File: src/rtl/filt_out_pkg.sv
// Shared constants for the filter output stage: mode encodings, default
// coordinate width, split marker colour and a blanking helper.
package filt_out_pkg;

  localparam int          COORD_W_DEF   = 11;
  localparam logic [1:0]  MODE_RAW      = 2'b00;
  localparam logic [1:0]  MODE_FLT      = 2'b01;
  localparam logic [1:0]  MODE_SPLIT    = 2'b10;
  localparam logic [1:0]  MODE_SPLIT_SW = 2'b11;
  localparam logic [23:0] MARKER_RGB    = 24'hFFFFFF;

  // Forces pixel data to black outside the active window.
  function automatic logic [23:0] blank_rgb(input logic dv, input logic [23:0] rgb);
    return dv ? rgb : 24'h000000;
  endfunction

endpackage

File: src/rtl/video_delay.sv
// Fixed-depth shift register used to align the raw video path with the
// filter output; synchronous active-high reset clears every stage.
module video_delay #(
  parameter int WIDTH = 27,
  parameter int DEPTH = 26
) (
  input  logic             clk,
  input  logic             rst,
  input  logic [WIDTH-1:0] i_data,
  output logic [WIDTH-1:0] o_data
);

  logic [WIDTH-1:0] r_pipe [DEPTH];

  // Shift one stage per clock; stage DEPTH-1 is DEPTH cycles behind i_data.
  always_ff @(posedge clk) begin
    if (rst) begin
      for (int i = 0; i < DEPTH; i++) r_pipe[i] <= {WIDTH{1'b0}};
    end else begin
      r_pipe[0] <= i_data;
      for (int i = 1; i < DEPTH; i++) r_pipe[i] <= r_pipe[i-1];
    end
  end

  assign o_data = r_pipe[DEPTH-1];

endmodule

File: src/rtl/filt_out_mux.sv
// Output stage after the convolution filter: aligns raw video, tracks col/row
// and selects raw/filtered/split output. Optional macro SPLIT_BORDER_EN adds a white marker column.
module filt_out_mux #(
  parameter int DELAY   = 26,
  parameter int COORD_W = filt_out_pkg::COORD_W_DEF
) (
  input  logic               clk,
  input  logic               rst,
  input  logic [7:0]         raw_red,
  input  logic [7:0]         raw_green,
  input  logic [7:0]         raw_blue,
  input  logic               raw_dv,
  input  logic               raw_hs,
  input  logic               raw_vs,
  input  logic [7:0]         flt_red,
  input  logic [7:0]         flt_green,
  input  logic [7:0]         flt_blue,
  input  logic               flt_dv,
  input  logic               flt_hs,
  input  logic               flt_vs,
  input  logic [1:0]         mode,
  input  logic [COORD_W-1:0] split_x,
  output logic [7:0]         out_red,
  output logic [7:0]         out_green,
  output logic [7:0]         out_blue,
  output logic               out_dv,
  output logic               out_hs,
  output logic               out_vs,
  output logic [COORD_W-1:0] col,
  output logic [COORD_W-1:0] row,
  output logic               align_err
);
  import filt_out_pkg::*;

  localparam logic [COORD_W-1:0] X_MAX  = {COORD_W{1'b1}};
  localparam logic [COORD_W-1:0] X_ZERO = {COORD_W{1'b0}};
  localparam logic [COORD_W-1:0] X_ONE  = {{(COORD_W-1){1'b0}}, 1'b1};

  logic [26:0]        w_raw_in;
  logic [26:0]        w_raw_dly;
  logic               w_dly_dv;
  logic [23:0]        w_dly_rgb;
  logic               w_unused_sync;
  logic               w_vs_rise;
  logic               w_dv_fall;
  logic [COORD_W-1:0] w_cnt_x;
  logic               w_left;
  logic [23:0]        w_pix;

  logic [COORD_W-1:0] r_cnt_x;
  logic [COORD_W-1:0] r_cnt_y;
  logic [1:0]         r_mode;
  logic [23:0]        r_out_rgb;
  logic               r_out_dv;
  logic               r_out_hs;
  logic               r_out_vs;
  logic [COORD_W-1:0] r_col;
  logic [COORD_W-1:0] r_row;
  logic               r_align_err;

  assign w_raw_in = {raw_dv, raw_hs, raw_vs, blank_rgb(raw_dv, {raw_red, raw_green, raw_blue})};

  video_delay #(.WIDTH(27), .DEPTH(DELAY)) u_raw_delay (
    .clk    (clk),
    .rst    (rst),
    .i_data (w_raw_in),
    .o_data (w_raw_dly)
  );

  // Delayed raw sync is carried for alignment only; the output timing comes from the filter.
  assign w_dly_dv      = w_raw_dly[26];
  assign w_unused_sync = ^w_raw_dly[25:24];
  assign w_dly_rgb     = w_raw_dly[23:0];

  // The registered output timing doubles as the previous-cycle flt_dv/flt_vs.
  assign w_vs_rise = flt_vs & ~r_out_vs;
  assign w_dv_fall = ~flt_dv & r_out_dv;
  assign w_cnt_x   = flt_dv ? r_cnt_x : X_ZERO;
  assign w_left    = (w_cnt_x < split_x);

  // Per-pixel source selection on the latched frame mode.
  always_comb begin
    w_pix = 24'h000000;
    if (flt_dv) begin
      case (r_mode)
        MODE_RAW:      w_pix = w_dly_rgb;
        MODE_FLT:      w_pix = {flt_red, flt_green, flt_blue};
        MODE_SPLIT:    w_pix = w_left ? w_dly_rgb : {flt_red, flt_green, flt_blue};
        MODE_SPLIT_SW: w_pix = w_left ? {flt_red, flt_green, flt_blue} : w_dly_rgb;
        default:       w_pix = {flt_red, flt_green, flt_blue};
      endcase
`ifdef SPLIT_BORDER_EN
      if (r_mode[1] && (w_cnt_x == split_x)) begin
        w_pix = MARKER_RGB;
      end else begin
        w_pix = w_pix;
      end
`endif
    end else begin
      w_pix = 24'h000000;
    end
  end

  // Counters, frame-mode latch, sticky alignment flag and output registers.
  always_ff @(posedge clk) begin
    if (rst) begin
      r_cnt_x     <= X_ZERO;
      r_cnt_y     <= X_ZERO;
      r_mode      <= MODE_FLT;
      r_out_rgb   <= 24'h000000;
      r_out_dv    <= 1'b0;
      r_out_hs    <= 1'b0;
      r_out_vs    <= 1'b0;
      r_col       <= X_ZERO;
      r_row       <= X_ZERO;
      r_align_err <= 1'b0;
    end else begin
      r_out_rgb   <= w_pix;
      r_out_dv    <= flt_dv;
      r_out_hs    <= flt_hs;
      r_out_vs    <= flt_vs;
      r_col       <= w_cnt_x;
      r_row       <= r_cnt_y;
      r_align_err <= r_align_err | (w_dly_dv != flt_dv);
      if (!flt_dv) begin
        r_cnt_x <= X_ZERO;
      end else if (r_cnt_x != X_MAX) begin
        r_cnt_x <= r_cnt_x + X_ONE;
      end else begin
        r_cnt_x <= r_cnt_x;
      end
      // A frame start beats an end-of-line in the same cycle.
      if (w_vs_rise) begin
        r_cnt_y <= X_ZERO;
      end else if (w_dv_fall && (r_cnt_y != X_MAX)) begin
        r_cnt_y <= r_cnt_y + X_ONE;
      end else begin
        r_cnt_y <= r_cnt_y;
      end
      if (w_vs_rise) begin
        r_mode <= mode;
      end else begin
        r_mode <= r_mode;
      end
    end
  end

  assign out_red   = r_out_rgb[23:16];
  assign out_green = r_out_rgb[15:8];
  assign out_blue  = r_out_rgb[7:0];
  assign out_dv    = r_out_dv;
  assign out_hs    = r_out_hs;
  assign out_vs    = r_out_vs;
  assign col       = r_col;
  assign row       = r_row;
  assign align_err = r_align_err;

endmodule
File: config.mk
export PLATFORM = sky130hd
export DESIGN_NAME = filt_out_mux
export DESIGN_NICKNAME = d
export VERILOG_FILES = /design/src/rtl/filt_out_pkg.sv /design/src/rtl/video_delay.sv /design/src/rtl/filt_out_mux.sv
export SDC_FILE = /design/constraint.sdc
export NUM_CORES = 1
export LEC_CHECK = 0
export ABC_AREA = 1
export BUFFER_PORTS_ARGS = -buffer_cell sky130_fd_sc_hd__buf_4
export CAP_MARGIN = 20
export CORE_UTILIZATION = 46
export CTS_BUF_LIST = sky130_fd_sc_hd__clkbuf_4
export CTS_CLUSTER_DIAMETER = 100
export DETAILED_ROUTE_END_ITERATION = 8
export GPL_TIMING_DRIVEN = 0
export HOLD_SLACK_MARGIN = 0.1
export REMOVE_ABC_BUFFERS = 1
export SYNTH_ARGS = -nofsm -noshare
export SYNTH_HDL_FRONTEND = slang
export SYNTH_HIERARCHICAL = 1
export SYNTH_SLANG_ARGS = --single-unit
File: constraint.sdc
create_clock -name clk -period 1.7 [get_ports clk]
set_input_delay 0.085 -clock clk [delete_from_list [all_inputs] [get_ports clk]]
set_output_delay 0.085 -clock clk [all_outputs]
set_load 0.02 [all_outputs]
# Word-level counts from Yosys, hierarchy flattened

Memories as Yosys holds them, arrays and structs flattened.
Index checks and enable logic that the tools add are counted.

Bits in registers: 74
Memory bits (writable): 702
Input bits: 69
Output and inout bits: 50
Memories: 1

Memories:

| memory             | words | bits a word | read ports | clocked after memory_dff | write ports | line              | text |
|---|---|---|---|---|---|---|---|
| u_raw_delay.r_pipe | 26    | 27          | 26         | 0                        | 26          | video_delay.sv:13 | `logic [WIDTH-1:0] r_pipe [DEPTH];` |

$add $sub $neg: 2
Magnitude comparators: 1
Eq/ne operators: 6
Muxes and demuxes: 34
Bitwise logic cells: 31
Reductions and logical operators: 4

Operators by type and width:

| kind                  | number |
|---|---|
| $mux 27               | 26 |
| $pmux 24 s4           | 1 |
| $mux 24               | 3 |
| $or 1x1->1            | 27 |
| $add 11x1->11 const B | 2 |
| $ne 11x11->1 const B  | 2 |
| $lt 11x11->1          | 1 |
| $mux 11               | 1 |
| $eq 2x2->1 const B    | 2 |
| $reduce_or 2->1       | 2 |
| $mux 1                | 3 |
| $and 1x1->1           | 2 |
| $eq 2x1->1 const B    | 1 |
| $logic_not 2->1       | 1 |
| $not 1->1             | 2 |
| $logic_and 1x1->1     | 1 |
| $ne 1x1->1            | 1 |

# Logic depth before layout (Yosys ltp)

Depth after elaboration: 4
Gate-level depth with buffers: 17
Mapped depth without buffers: 14

# Hierarchy

The synthesis kept the hierarchy.

Modules (own cells, without submodules):

| module       | instances | cells each | area each (sq um) | sequential area each (sq um) |
|---|---|---|---|---|
| video_delay  | 1         | 2211       | 20467.1           | 14053.5 |
| filt_out_mux | 1         | 713        | 4484.3            | 1481.4 |

# Worst setup path before layout

OpenSTA, ideal clock, no wires.

Path kind: input to register
Start: in flt_dv
End: reg r_out_rgb[1]
Setup time: 0.109 ns
Arrival: 1.699 ns
Data required time: 1.591 ns
Setup slack: -0.108 ns
Cell stages on the path: 12
Path through: clkbuf_1 > nand2_1 > inv_1 > ha_1 > a21o_1 > nor2_2 > clkbuf_1 > nand4_1 > nand3_1 > nand3_1 > nand2_1 > inv_1

Longest elaborated chain between the ends: 4
Elaborated cells on any way between the ends: 7
Those cells by class: order compare (1); mux (4); bitwise (1); reduce/logical (1)

RTL lines:

| item                              | line                                   | text |
|---|---|---|
| start, declared                   | filt_out_mux.sv:18                     | `input logic flt_dv,` |
| $mux 11 *                         | filt_out_mux.sv:78                     | `assign w_cnt_x = flt_dv ? r_cnt_x : X_ZERO;` |
| net w_cnt_x[10]                   | filt_out_mux.sv:46                     | `logic [COORD_W-1:0] w_cnt_x;` |
| $lt 11x11->1 *                    | filt_out_mux.sv:79                     | `assign w_left = (w_cnt_x < split_x);` |
| $mux 24, on equally long branches | filt_out_mux.sv:89, filt_out_mux.sv:88 |  |
| $pmux 24 s4 *                     | filt_out_mux.sv:85                     | `case (r_mode)` |
| end signal, assigned              | filt_out_mux.sv:118                    | `r_out_rgb <= w_pix;` |
| end, declared                     | filt_out_mux.sv:53                     | `logic [23:0] r_out_rgb;` |

The timed path passes the listed nets; every way through them passes the cells marked *.
A chain may end at the register's enable or synchronous reset.

# Final worst setup path

Start: reg r_cnt_x[10]
End: reg r_out_rgb[17]

Longest elaborated chain between the ends: 4
Elaborated cells on any way between the ends: 5
Those cells by class: order compare (1); mux (4)

RTL lines:

| item                              | line                                   | text |
|---|---|---|
| start, declared                   | filt_out_mux.sv:50                     | `logic [COORD_W-1:0] r_cnt_x;` |
| start signal, assigned            | filt_out_mux.sv:128                    | `r_cnt_x <= r_cnt_x + X_ONE;` |
| start signal, assigned            | filt_out_mux.sv:130                    | `r_cnt_x <= r_cnt_x;` |
| $mux 11 *                         | filt_out_mux.sv:78                     |  |
| net w_cnt_x[10]                   | filt_out_mux.sv:46                     |  |
| $lt 11x11->1 *                    | filt_out_mux.sv:79                     |  |
| $mux 24, on equally long branches | filt_out_mux.sv:89, filt_out_mux.sv:88 |  |
| $pmux 24 s4 *                     | filt_out_mux.sv:85                     |  |

Marks and branches as above.

==> out/metrics.cfg <==
[outcome]
status = finished with violations
violations = setup timing

[grt]
grt_pass1_vias = 17900
pin_count_of_the_biggest_net_entering_global_routing = 171
grt.overflow.total = 0
antenna_found_initial = 2
grt_first_pass_wirelength_um = 79300
grt_usage_pct = 18.5

[timing]
shortest_clock_period_the_worst_path_allows_after_layout_ns = 2.02
final.setup.worst_slack_ns = -0.319
timing.fmax_ghz = 0.495
tns_ns = -6.78
final.setup_skew_ns = 0.0458
timing.final.hold_violations = 0
worstMarginPinSlew_ns = 1.11
worst_slew_margin_rel_pct = 26.0
final_worst_path_cycle_share_pct = 119
report.final.setup_viol = 35
grt_setup_unrepaired = yes
final-max-slew-violation-count = 0

[final_layout]
finalInstanceArea_mm2 = 0.0332
final_nets = 3628
drive_gt1_share_pct = 15.3
fill_cells = 3892
layout-area-overhead-vs-synth_pct = 41.3

[floorplan]
top_level_ports = 119
initial_utilization_pct = 46.8
placementRows = 82
die_footprint_mm2 = 0.0520
die_y_um = 228
x_dimension_of_the_die_um = 228
core_area_mm2 = 0.0503

[place]
dpl-instance-area_mm2 = 0.0241
place.gp.congestion = 0.767
dp_hpwl_um = 18500
port_buffers = 116

[clocking]
numCtsBuffers = 179
clock_latency_ns = 1.00
clockRootBuffer = sky130_fd_sc_hd__clkbuf_4
cts-root-to-sink-buffers = 3
cts.sinks = 724
htree_num_levels = 4
path_clk_slew_ns = 0.07
cts_tree = done

[power_and_ir_drop]
power.leakage_nw = 15.2
internal-power_w = 0.0250
p_switching_w = 0.00738
seq_power_share_pct = 52.8
p_clk_share_pct = 42.6
total_power_density_per_cell_area_mw_per_mm2 = 976
power.combinational.fraction_pct = 4.6
report.power.total_w = 0.0324
sw_frac_of_total_pct = 22.8
vdd_drop_max_mv = 0.719

[critical_path]
worst-endpoint-arrival_ns = 2.91
worstRegToRegCells = 13
worst-r2r-setup-slack_ns = -0.32
worst_ep_required_time_ns = 2.59
top_fanout_value_on_the_critical_path = 6
cp-end-kind = flip-flop
regToRegEndpoint = r_out_rgb[17]
setup.worst_path.start_class = flip-flop
setup.worst_path.class = flip-flop to flip-flop
critical_path.reg2reg.startpoint = r_cnt_x[10]

[synthesis]
synth_warnings = 6
synth_area_per_cell_um2 = 8.50
netlist_area_mm2 = 0.0235
netlist_instances = 2766

[route]
drt_iter0_markers = 1010
detailedRoute.firstPassIterationCount = 7
vias_per_cell = 4.24
avgRoutedWirePerCell_um = 11.5
dr_total_vias = 18400
postRouteAntennaNets = 0
drcViolationCount = 0
drt-total-wl_um = 49900

[job]
max_cap_violations = 0

[min_path]
whs_path_depth = 3
destination_of_the_worst_hold_path = u_raw_delay/r_pipe[12][18]
hold_start = rst
hp-class = input pin to flip-flop

-- per-layer routing --
metal	global-route usage [%]	vias up	wire length, µm
li1	-	9442	-
met1	19.6	8308	20400
met2	32.6	536	25100
met3	6.01	122	3020
met4	10.1	0	1390
met5	0	-	0
-- repair_timing --
| action | CTS | global route |
|---|---|---|
| hold buffers | 529 | 45 |
| endpoints found under the hold margin | 454 | 56 |
| setup buffers | 34 | 14 |
| resized for setup | 87 | 61 |
| pin swaps | 32 | 38 |
| setup endpoints to repair | 31 | 79 |
| gates cloned | 17 | 3 |
-- critical path, cell delays in order, from the launching register on --
cell and delay [ns]:
sky130_fd_sc_hd__dfxtp_2 0.35, sky130_fd_sc_hd__nand2_2 0.07, sky130_fd_sc_hd__inv_2 0.08, sky130_fd_sc_hd__ha_4 0.20
sky130_fd_sc_hd__a21o_1 0.19, sky130_fd_sc_hd__nor2_4 0.12, sky130_fd_sc_hd__buf_12 0.15, sky130_fd_sc_hd__buf_16 0.15
sky130_fd_sc_hd__nand3_4 0.18, sky130_fd_sc_hd__nand2_2 0.12, sky130_fd_sc_hd__nand3_2 0.07, sky130_fd_sc_hd__nand3_2 0.13
sky130_fd_sc_hd__nand2_2 0.06, sky130_fd_sc_hd__inv_2 0.05
-- per-stage QoR --
stage / util [%] / cells / hold slack [ns] / setup slack [ns]
after floorplan: - / 2624 / 0.156 / -1.39
after global placement: 47.5 / 3412 / 0.288 / -5.48
after detailed placement: 47.9 / 3419 / 0.305 / -1.90
after CTS: 64.7 / 4295 / -0.566 / -0.209
after global routing: 66.1 / 4339 / 0.103 / -0.364
final: 66.1 / 4339 / 0.0797 / -0.319
-- worst max path at each step --
stage,end,cells after the start,from
after floorplan,r_out_rgb[0],11,r_cnt_x[10]
after global placement,r_out_rgb[23],6,rst
after detailed placement,r_out_rgb[23],13,r_cnt_x[8]
after CTS,r_out_rgb[8],14,r_cnt_x[8]
after global routing,r_out_rgb[17],13,r_cnt_x[8]
final,r_out_rgb[17],13,r_cnt_x[10]
-- cell usage in the layout (no fill, tap or decap), types with 8 or more instances in the layout --
| cell | count |
|---|---|
| sky130_fd_sc_hd__inv_1 | 791 |
| sky130_fd_sc_hd__dfxtp_1 | 712 |
| sky130_fd_sc_hd__nor2_1 | 691 |
| sky130_fd_sc_hd__dlygate4sd3_1 | 543 |
| sky130_fd_sc_hd__clkbuf_4 | 261 |
| sky130_fd_sc_hd__buf_4 | 141 |
| sky130_fd_sc_hd__nand2_1 | 121 |
| sky130_fd_sc_hd__nand3_1 | 69 |
| sky130_fd_sc_hd__nand4_1 | 52 |
| sky130_fd_sc_hd__a21oi_1 | 34 |
| sky130_fd_sc_hd__o21ai_0 | 28 |
| sky130_fd_sc_hd__clkinv_1 | 25 |
| sky130_fd_sc_hd__nand2_2 | 24 |
| sky130_fd_sc_hd__buf_6 | 14 |
| sky130_fd_sc_hd__nand3_2 | 13 |
| sky130_fd_sc_hd__buf_16 | 13 |
| sky130_fd_sc_hd__nand2_8 | 12 |
| sky130_fd_sc_hd__buf_12 | 12 |
| sky130_fd_sc_hd__inv_2 | 11 |
| sky130_fd_sc_hd__xor2_1 | 8 |
-- layout make-up --
type                    count  area, µm²  area share, %
clock inverters            35        214          0.644
multi-input cells        1112       5340           16.1
flip-flops and latches    724      14500           43.7
diodes                      5       12.5         0.0377
clock buffers             261       1960           5.90
well taps                 672        841           2.53
repair buffers            726       7300           22.0
inverters                 804       3030           9.11
-- power groups by stage --
stage          Sequential [W]  Combinational (W)  Clock, W
2_1_floorplan          0.0175           0.000316         0
3_3_place_gp           0.0175           0.000863         0
3_5_place_dp           0.0175           0.000937         0
4_1_cts                0.0171            0.00135    0.0142
5_1_grt                0.0171            0.00162    0.0154
6_report               0.0171            0.00149    0.0138
-- state kept, by name (all words and copies together), names as in the netlist --
signal              flops
out_dv                  1
col                    11
row                    11
align_err               1
r_cnt_x                11
r_cnt_y                11
u_raw_delay/r_pipe    650
out_hs                  1
r_mode                  2
r_out_rgb              24
out_vs                  1
(Power assumes the default switching activity.)
